--- src/rtl/sample_bist_ctrl.sv ---
// BIST controller for the 6-in/3-out `sample` block: LFSR stimulus, MISR response
// compaction, golden-signature check behind a start/busy/done handshake.
module sample_bist_ctrl #(
    parameter int unsigned PAT_COUNT  = 63,
    parameter logic [5:0]  LFSR_SEED  = 6'h01,
    parameter logic [7:0]  MISR_SEED  = 8'h00,
    parameter logic [7:0]  GOLDEN_SIG = 8'h00
) (
    input  logic       clk,
    input  logic       rst_n,
    input  logic       start,
    input  logic       abort,
    output logic [5:0] stim,
    input  logic [2:0] resp,
    output logic       busy,
    output logic       done,
    output logic       pass,
    output logic [7:0] signature,
    output logic [9:0] pat_cnt
);

    localparam int unsigned LW = 6;
    localparam int unsigned SW = 8;
    localparam int unsigned CW = 10;

    // An all-zero seed would lock the LFSR, so it is promoted to 1.
    localparam logic [LW-1:0] SEED = (LFSR_SEED == '0) ? LW'(1) : LFSR_SEED;
    localparam logic [CW-1:0] LAST = CW'(PAT_COUNT - 1);

    typedef enum logic [1:0] {
        IDLE  = 2'd0,
        RUN   = 2'd1,
        CHECK = 2'd2
    } state_t;

    state_t        state;
    logic [LW-1:0] lfsr_next_c;
    logic [SW-1:0] misr_next_c;

    // x^6+x^5+1 stimulus and x^8+x^4+x^3+x^2+1 signature steps.
    always_comb begin
        lfsr_next_c = {stim[4:0], stim[5] ^ stim[4]};
        misr_next_c = {signature[6:0], 1'b0}
                    ^ (signature[7] ? 8'h1D : 8'h00)
                    ^ {5'b0, resp};
    end

    always_ff @(posedge clk or negedge rst_n) begin
        if (!rst_n) begin
            state     <= IDLE;
            stim      <= SEED;
            signature <= MISR_SEED;
            pat_cnt   <= '0;
            busy      <= 1'b0;
            done      <= 1'b0;
            pass      <= 1'b0;
        end else begin
            done <= 1'b0;
            case (state)
                IDLE: begin
                    if (start && !abort) begin
                        stim      <= SEED;
                        signature <= MISR_SEED;
                        pat_cnt   <= '0;
                        pass      <= 1'b0;
                        busy      <= 1'b1;
                        state     <= RUN;
                    end
                end
                RUN: begin
                    if (abort) begin
                        // signature and pat_cnt stay frozen for debug
                        stim  <= SEED;
                        pass  <= 1'b0;
                        busy  <= 1'b0;
                        state <= IDLE;
                    end else begin
                        signature <= misr_next_c;
                        stim      <= lfsr_next_c;
                        pat_cnt   <= pat_cnt + CW'(1);
                        if (pat_cnt == LAST) begin
                            state <= CHECK;
                        end
                    end
                end
                CHECK: begin
                    if (abort) begin
                        stim  <= SEED;
                        pass  <= 1'b0;
                        busy  <= 1'b0;
                        state <= IDLE;
                    end else begin
                        pass  <= (signature == GOLDEN_SIG);
                        done  <= 1'b1;
                        busy  <= 1'b0;
                        state <= IDLE;
                    end
                end
                default: begin
                    busy  <= 1'b0;
                    state <= IDLE;
                end
            endcase
        end
    end

endmodule
--- config.mk ---
export PLATFORM = sky130hd
export DESIGN_NAME = sample_bist_ctrl
export DESIGN_NICKNAME = d
export VERILOG_FILES = /design/src/rtl/sample_bist_ctrl.sv
export SDC_FILE = /design/constraint.sdc
export NUM_CORES = 1
export LEC_CHECK = 0
export ABC_CLOCK_PERIOD_IN_PS = 2070
export CAP_MARGIN = 10
export CORE_MARGIN = 2
export CORE_UTILIZATION = 55
export DETAILED_ROUTE_END_ITERATION = 10
export DONT_BUFFER_PORTS = 1
export PLACE_DENSITY_LB_ADDON = 0.2
export SETUP_SLACK_MARGIN = 0.02
export SYNTH_ARGS = -nofsm -noshare
export SYNTH_HDL_FRONTEND = slang
export SYNTH_SLANG_ARGS = --single-unit
export TNS_END_PERCENT = 100
--- constraint.sdc ---
create_clock -name clk -period 2.07 [get_ports clk]
set_clock_uncertainty 0.05 [all_clocks]
set_input_delay 0.1035 -clock clk [delete_from_list [all_inputs] [get_ports clk]]
set_output_delay 0.1035 -clock clk [all_outputs]
set_load 0.02 [all_outputs]
==> flow_summary.yaml, run 1 <==
clocking:
  clk_latency_ps: 340
  numCtsBuffers: 5
  htree_levels: 2
  cts_num_sinks: 29
  cts_tree: "built"
  postCtsSetupRepairBufs: 0
  clockRootBuffer: "clkbuf_4"
  clock_path_buffers: 2
  clkTransAtPathRegs_ps: 90
sta:
  relSlewSlack: 0.678
  drv_slew: 0
  min_period_ps: 1870
  setup_violations: 0
  tns_ps: 0
  rsz0062_at_grt: "false"
  worstMarginPinSlew_ps: 482
  fmax_mhz: 534
  min_period_over_period: 0.905
  finalHoldViolCount: 0
synthesis:
  synth_common_cells: "28 x dfrtp_1, 8 x a22o_1, 7 x xnor2_1"
  synth_area_per_cell_um2: 10.7
  synth_nets: 139
  synth_most_common_cell: "dfrtp_1"
  synth_top_cell_by_area: "dfrtp_1"
  synth_ff_type: "dfrtp_1"
  ys_ff_latch: 29
  synth.area.top_cells: "dfrtp_1 50%, a22o_1 5.0%, xnor2_1 4.4%"
  yosysTopAreaCellShare: 0.504
  async_flop_share: 1.00
  ys_types: 39
  synth_cells: 130
  yosysSeqAreaShare: 0.523
  synth_edf_count: 0
  synth_area_um2: 1390
  yosys_warnings: 0
worst_setup_path:
  crit_arrival_ps: 2080
  cp-endpoint: "pat_cnt[7]"
  r2r_start: "state[0]"
  worstSetupStartpointType: "register"
  setup.worst_path.start: "state[0]"
  crit_path_max_fanout: 16
  worstSetupEndpointType: "register"
  critical_path_class: "register to register"
  cp.required_ps: 2280
  r2r_end: "pat_cnt[7]"
  r2r_cells: 3
  rrSetupSlack_ps: 200
final_layout:
  nets: 146
  drive_gt1_frac: 0.123
  fillers: 206
  regArea_um2: 727
  fin_cells: 168
  diodes: 0
  multi_input_area_um2: 603
  areaGrowthSynthToFinish_pct: 9.81
global_routing:
  grt_pass1_vias: 1010
  grt_usage: 0.234
  grt_overflow: 0
  grt_pass1_wl_um: 4660
  antenna_found_initial: 0
  grt_start_max_net_pins: 30
pwr:
  power.density_nw_per_um2: 855
  ir_worst_vdd_v: 0.000495
  leakage_uw: 0.000708
  p_int_uw: 863
  switching_share: 0.339
  combPwrFrac: 0.188
  p_switching_uw: 442
  total_power_uw: 1300
  clockPowerShare: 0.254
  pwr-share-seq: 0.558
flow_run:
  cap_violations: 0
drt:
  num_vias: 1046
  ant_nets: 0
  drt_iter0_markers: 14
  firstDrtPassIters: 6
  wl_per_cell_um: 17.5
  drcViolationCount: 0
  vias_per_cell: 6.23
  totalWireLength_um: 2950
placement:
  gp_congestion: 0.796
  io_buffers: 0
  placed_cells: 157
  dpl.hpwl_um: 2020
floorplanning:
  initial_core_util: 0.572
  die_area_um2: 2950
  pin_count: 34
  die_h_um: 54.3
  core-area_um2: 2430
  die_w_um: 54.3
  rows: 18
hold_path:
  hold_class: "input pin to register"
outcome:
  status: "complete, no violations"
==> state kept, by name, summed over array words and instances (netlist names) <==
signal / cells
pat_cnt: 10
signature: 8
stim: 6
state: 2
busy: 1
done: 1
pass: 1
==> per-stage QoR <==
step	util	worst slack, ps	hold slack [ps]	area, um^2
after floorplan	-	352	-242	1390
after global placement	0.589	246	-242	1430
after detailed placement	0.589	95.5	-242	1430
after CTS	0.627	86.0	1.55	1520
after global routing	0.628	117	4.52	1530
final	0.628	197	9.76	1530
==> power by group through the flow <==
stage / Combinational (uW) / Sequential (uW) / Clock [uW]
finish: 245 / 728 / 332
floorplan: 151 / 748 / 0
global placement: 221 / 737 / 0
global route: 272 / 739 / 368
CTS: 245 / 727 / 340
detailed placement: 224 / 739 / 0
==> what timing repair did <==
action | in CTS | in global routing
resized for setup | 0 | 1
endpoints found under the setup margin | 0 | 1
hold endpoints to repair | 40 | 0
hold buffers | 3 | 0
==> cell type report <==
type,count,area share
Clock buffer,6,0.0270
Inverter,6,0.0148
Sequential cell,29,0.476
Multi-Input combinational cell,86,0.395
Timing Repair Buffer,9,0.0557
Clock inverter,2,0.00656
Tap cell,30,0.0246
==> metal layers <==
layer / routed length, um / vias up / track usage
met2: 1360 / 38 / 0.345
met5: 0 / - / 0
li1: - / 494 / -
met1: 1320 / 506 / 0.296
met4: 69 / 0 / 0.138
met3: 197 / 8 / 0.0792
==> worst min path at each step <==
stage                 start      endpoint  slack, ps  cells after the start
floorplan             rst_n          busy       -240                      0
global placement      rst_n    pat_cnt[7]       -240                      0
detailed placement    rst_n    pat_cnt[7]       -240                      0
CTS                 resp[0]  signature[0]          2                      3
global route        resp[0]  signature[0]          5                      3
finish              resp[0]  signature[0]         10                      3
==> critical path: stages, from the launching register on <==
cell and delay (ps):
dfrtp_1 490, or3b_4 510, or4_1 560, a21boi_1 190
==> cell usage in the layout, fill, tap and decap left out, types with 4 or more instances in the layout <==
cell type | synthesis | final
xnor2_1 | 7 | 7
nor4_1 | 4 | 4
a21o_1 | 5 | 5
o21ai_0 | 5 | 5
nand2b_1 | 4 | 4
buf_4 | 1 | 6
nand2_1 | 5 | 5
inv_1 | 6 | 6
nand3_1 | 5 | 5
a22o_1 | 8 | 8
dfrtp_1 | 28 | 28
nor3_1 | 6 | 6
clkbuf_4 | 0 | 5
==> cell families after synthesis <==
kind of cell,count (synthesis),share of synthesized area
buffers and inverters,15,0.0450
adder cells (fa/ha/maj),2,0.0180
multiplexers,2,0.0144
XOR/XNOR,7,0.0441
AO/OA/AOI/OAI,34,0.180
AND/OR/NAND/NOR,41,0.176
flip-flops,29,0.523
(Power assumes the default switching activity.)
==> inputs of run 2 (changes only) <==
--- a/config.mk
+++ b/config.mk
@@ -11,6 +11,7 @@
 export CORE_UTILIZATION = 55
 export DETAILED_ROUTE_END_ITERATION = 10
 export DONT_BUFFER_PORTS = 1
+export GPL_TIMING_DRIVEN = 0
 export PLACE_DENSITY_LB_ADDON = 0.2
 export SETUP_SLACK_MARGIN = 0.02
 export SYNTH_ARGS = -nofsm -noshare
==> run 2 against run 1 <==
First-iteration DRC count rose by 140%. Sequential power grew 3.8%. Core utilization decreased by 0.41 points. Cell area decreased by 0.66%. Count of clock-buffer cells in the layout rose by 2. Sequential share of layout area increased by 0.31 points. Wire length increased by 1.8%. Critical path depth up 2. Flip-flop and latch count did not move. Clock power about the same. Critical path type unchanged.
==> flow_summary.yaml, run 2 (synthesis results as in run 1) <==
outcome:
  status: "complete, no violations"
final_layout:
  diodes: 0
  fin_util: 0.623
  regArea_um2: 727
  nets: 149
  final_common_cell: "dfrtp_1"
  multi_input_area_um2: 601
  reg_top3: "pat_cnt (10), signature (8), stim (6)"
  fillers: 214
  areaGrowthSynthToFinish_pct: 9.09
  drive_gt1_frac: 0.0780
  top_register: "pat_cnt"
  largest_reg_flops: 10
  final_cell_mix: "28 x dfrtp_1, 8 x clkbuf_1, 8 x a22o_1, 7 x xnor2_1"
drt:
  num_vias: 1080
  ant_nets: 0
  drcViolationCount: 0
  wl_per_cell_um: 17.5
  vias_per_cell: 6.32
  firstDrtPassIters: 4
  drt_iter0_markers: 33
  totalWireLength_um: 3000
clocking:
  clockRootBuffer: "clkbuf_4"
  numCtsBuffers: 5
  cts_num_sinks: 29
  cts_tree: "built"
  post_cts_resized: 0
  clkTransAtPathRegs_ps: 90
  postCtsSetupRepairBufs: 0
  clk_latency_ps: 330
  clock_path_buffers: 2
  htree_levels: 2
sta:
  finalHoldViolCount: 0
  tns_ps: 0
  min_period_over_period: 0.907
  drv_slew: 0
  min_period_ps: 1880
  relSlewSlack: 0.704
  setup_violations: 0
  setup_ws_ps: 193
  worstMarginPinSlew_ps: 445
  rsz0062_at_grt: "false"
  fmax_mhz: 533
global_routing:
  grt_use_met2: 0.363
  grt_pass1_wl_um: 4770
  met1_usage: 0.284
  grt_start_max_net_pins: 30
  grtUsageMet3: 0.107
  grt-busiest-layer: "met2"
  antenna_found_initial: 0
  grt_overflow: 0
  grt_usage: 0.236
  grt_pass1_vias: 1030
pwr:
  p_switching_uw: 436
  p_int_uw: 853
  switching_share: 0.338
  ir_worst_vdd_v: 0.000743
  total_power_uw: 1290
  power.density_nw_per_um2: 850
  pwr-share-seq: 0.587
  combPwrFrac: 0.155
  clockPowerShare: 0.259
  leakage_uw: 0.000692
floorplanning:
  initial_core_util: 0.572
  core-area_um2: 2430
  pin_count: 34
  die_area_um2: 2950
  rows: 18
  die_w_um: 54.3
  die_h_um: 54.3
worst_setup_path:
  path_cells: "buf_2, or4b_1, and2_1, clkbuf_1, a22o_1"
  cp.required_ps: 2240
  max_stage_delay_ps: 530
  worstSetupEndpointType: "register"
  cp_slowest_cell: "or4b_1"
  crit_path_max_fanout: 9
  crit_arrival_ps: 2050
  critical_path_class: "register to register"
  worstSetupStartpointType: "register"
placement:
  io_buffers: 0
  gp_congestion: 0.748
  dp_slack_ps: 214
  dpl.hpwl_um: 2000
flow_run:
  cap_violations: 0
hold_path:
  hold_class: "input pin to register"
run 2: cell types whose count changed in the layout (fill, tap and decap cells not counted), sizes merged:
cell	before	now
clkbuf	6	14
buf	7	4
clkinv	2	0
run 2: power groups by stage:
stage               registers, uW  logic (uW)  clock network [uW]
floorplan                     748         151                   0
global placement              765         176                   0
detailed placement            768         180                   0
CTS                           757         200                 344
global route                  768         226                 373
finish                        756         199                 334
run 2: metrics by stage:
stage               instances  cell area (um^2)  hold slack, ps
floorplan                 130              1390            -242
global placement          160              1430            -242
detailed placement        160              1430            -242
CTS                       171              1520            5.72
global route              171              1520            16.6
finish                    171              1520            28.9
run 2: worst max-delay path, delay by kind of cell, from the launching register on:
kind            cells  cell delay (ps)
simple gates        2              710
flops               1              370
buf+inv             2              370
compound gates      1              270
run 2: path summary, 6_finish.rpt:
path / from / to / slack (ps) / cells after the start
setup reg to reg: state[1] / signature[2] / 190 / 5
setup / recovery: state[1] / signature[2] / 190 / 5
hold / removal: resp[0] / signature[0] / 30 / 3
hold reg to reg: stim[0] / stim[0] / 520 / 2
min in group asynchronous: rst_n / pat_cnt[6] / 150 / 2
max in group asynchronous: rst_n / stim[0] / 1590 / 2
run 2: final cells by class:
class	instances	share of cell area
buffer	9	0.0264
timing repair buffer	3	0.0264
sequential	29	0.479
multi-input combinational	86	0.396
inverter	6	0.0149
clock buffer	8	0.0322
tap	30	0.0248
run 2: what timing repair did:
item / CTS / global route
endpoints found under the setup margin: 0 / 0
hold buffers: 3 / 0
endpoints found under the hold margin: 30 / 0
run 2: metal layers:
layer,wire length [um],vias to the layer above,share of wire
met4,34,0,0.011
met1,1290,534,0.43
met3,280,4,0.093
met2,1390,47,0.46
li1,-,495,-
met5,0,-,0
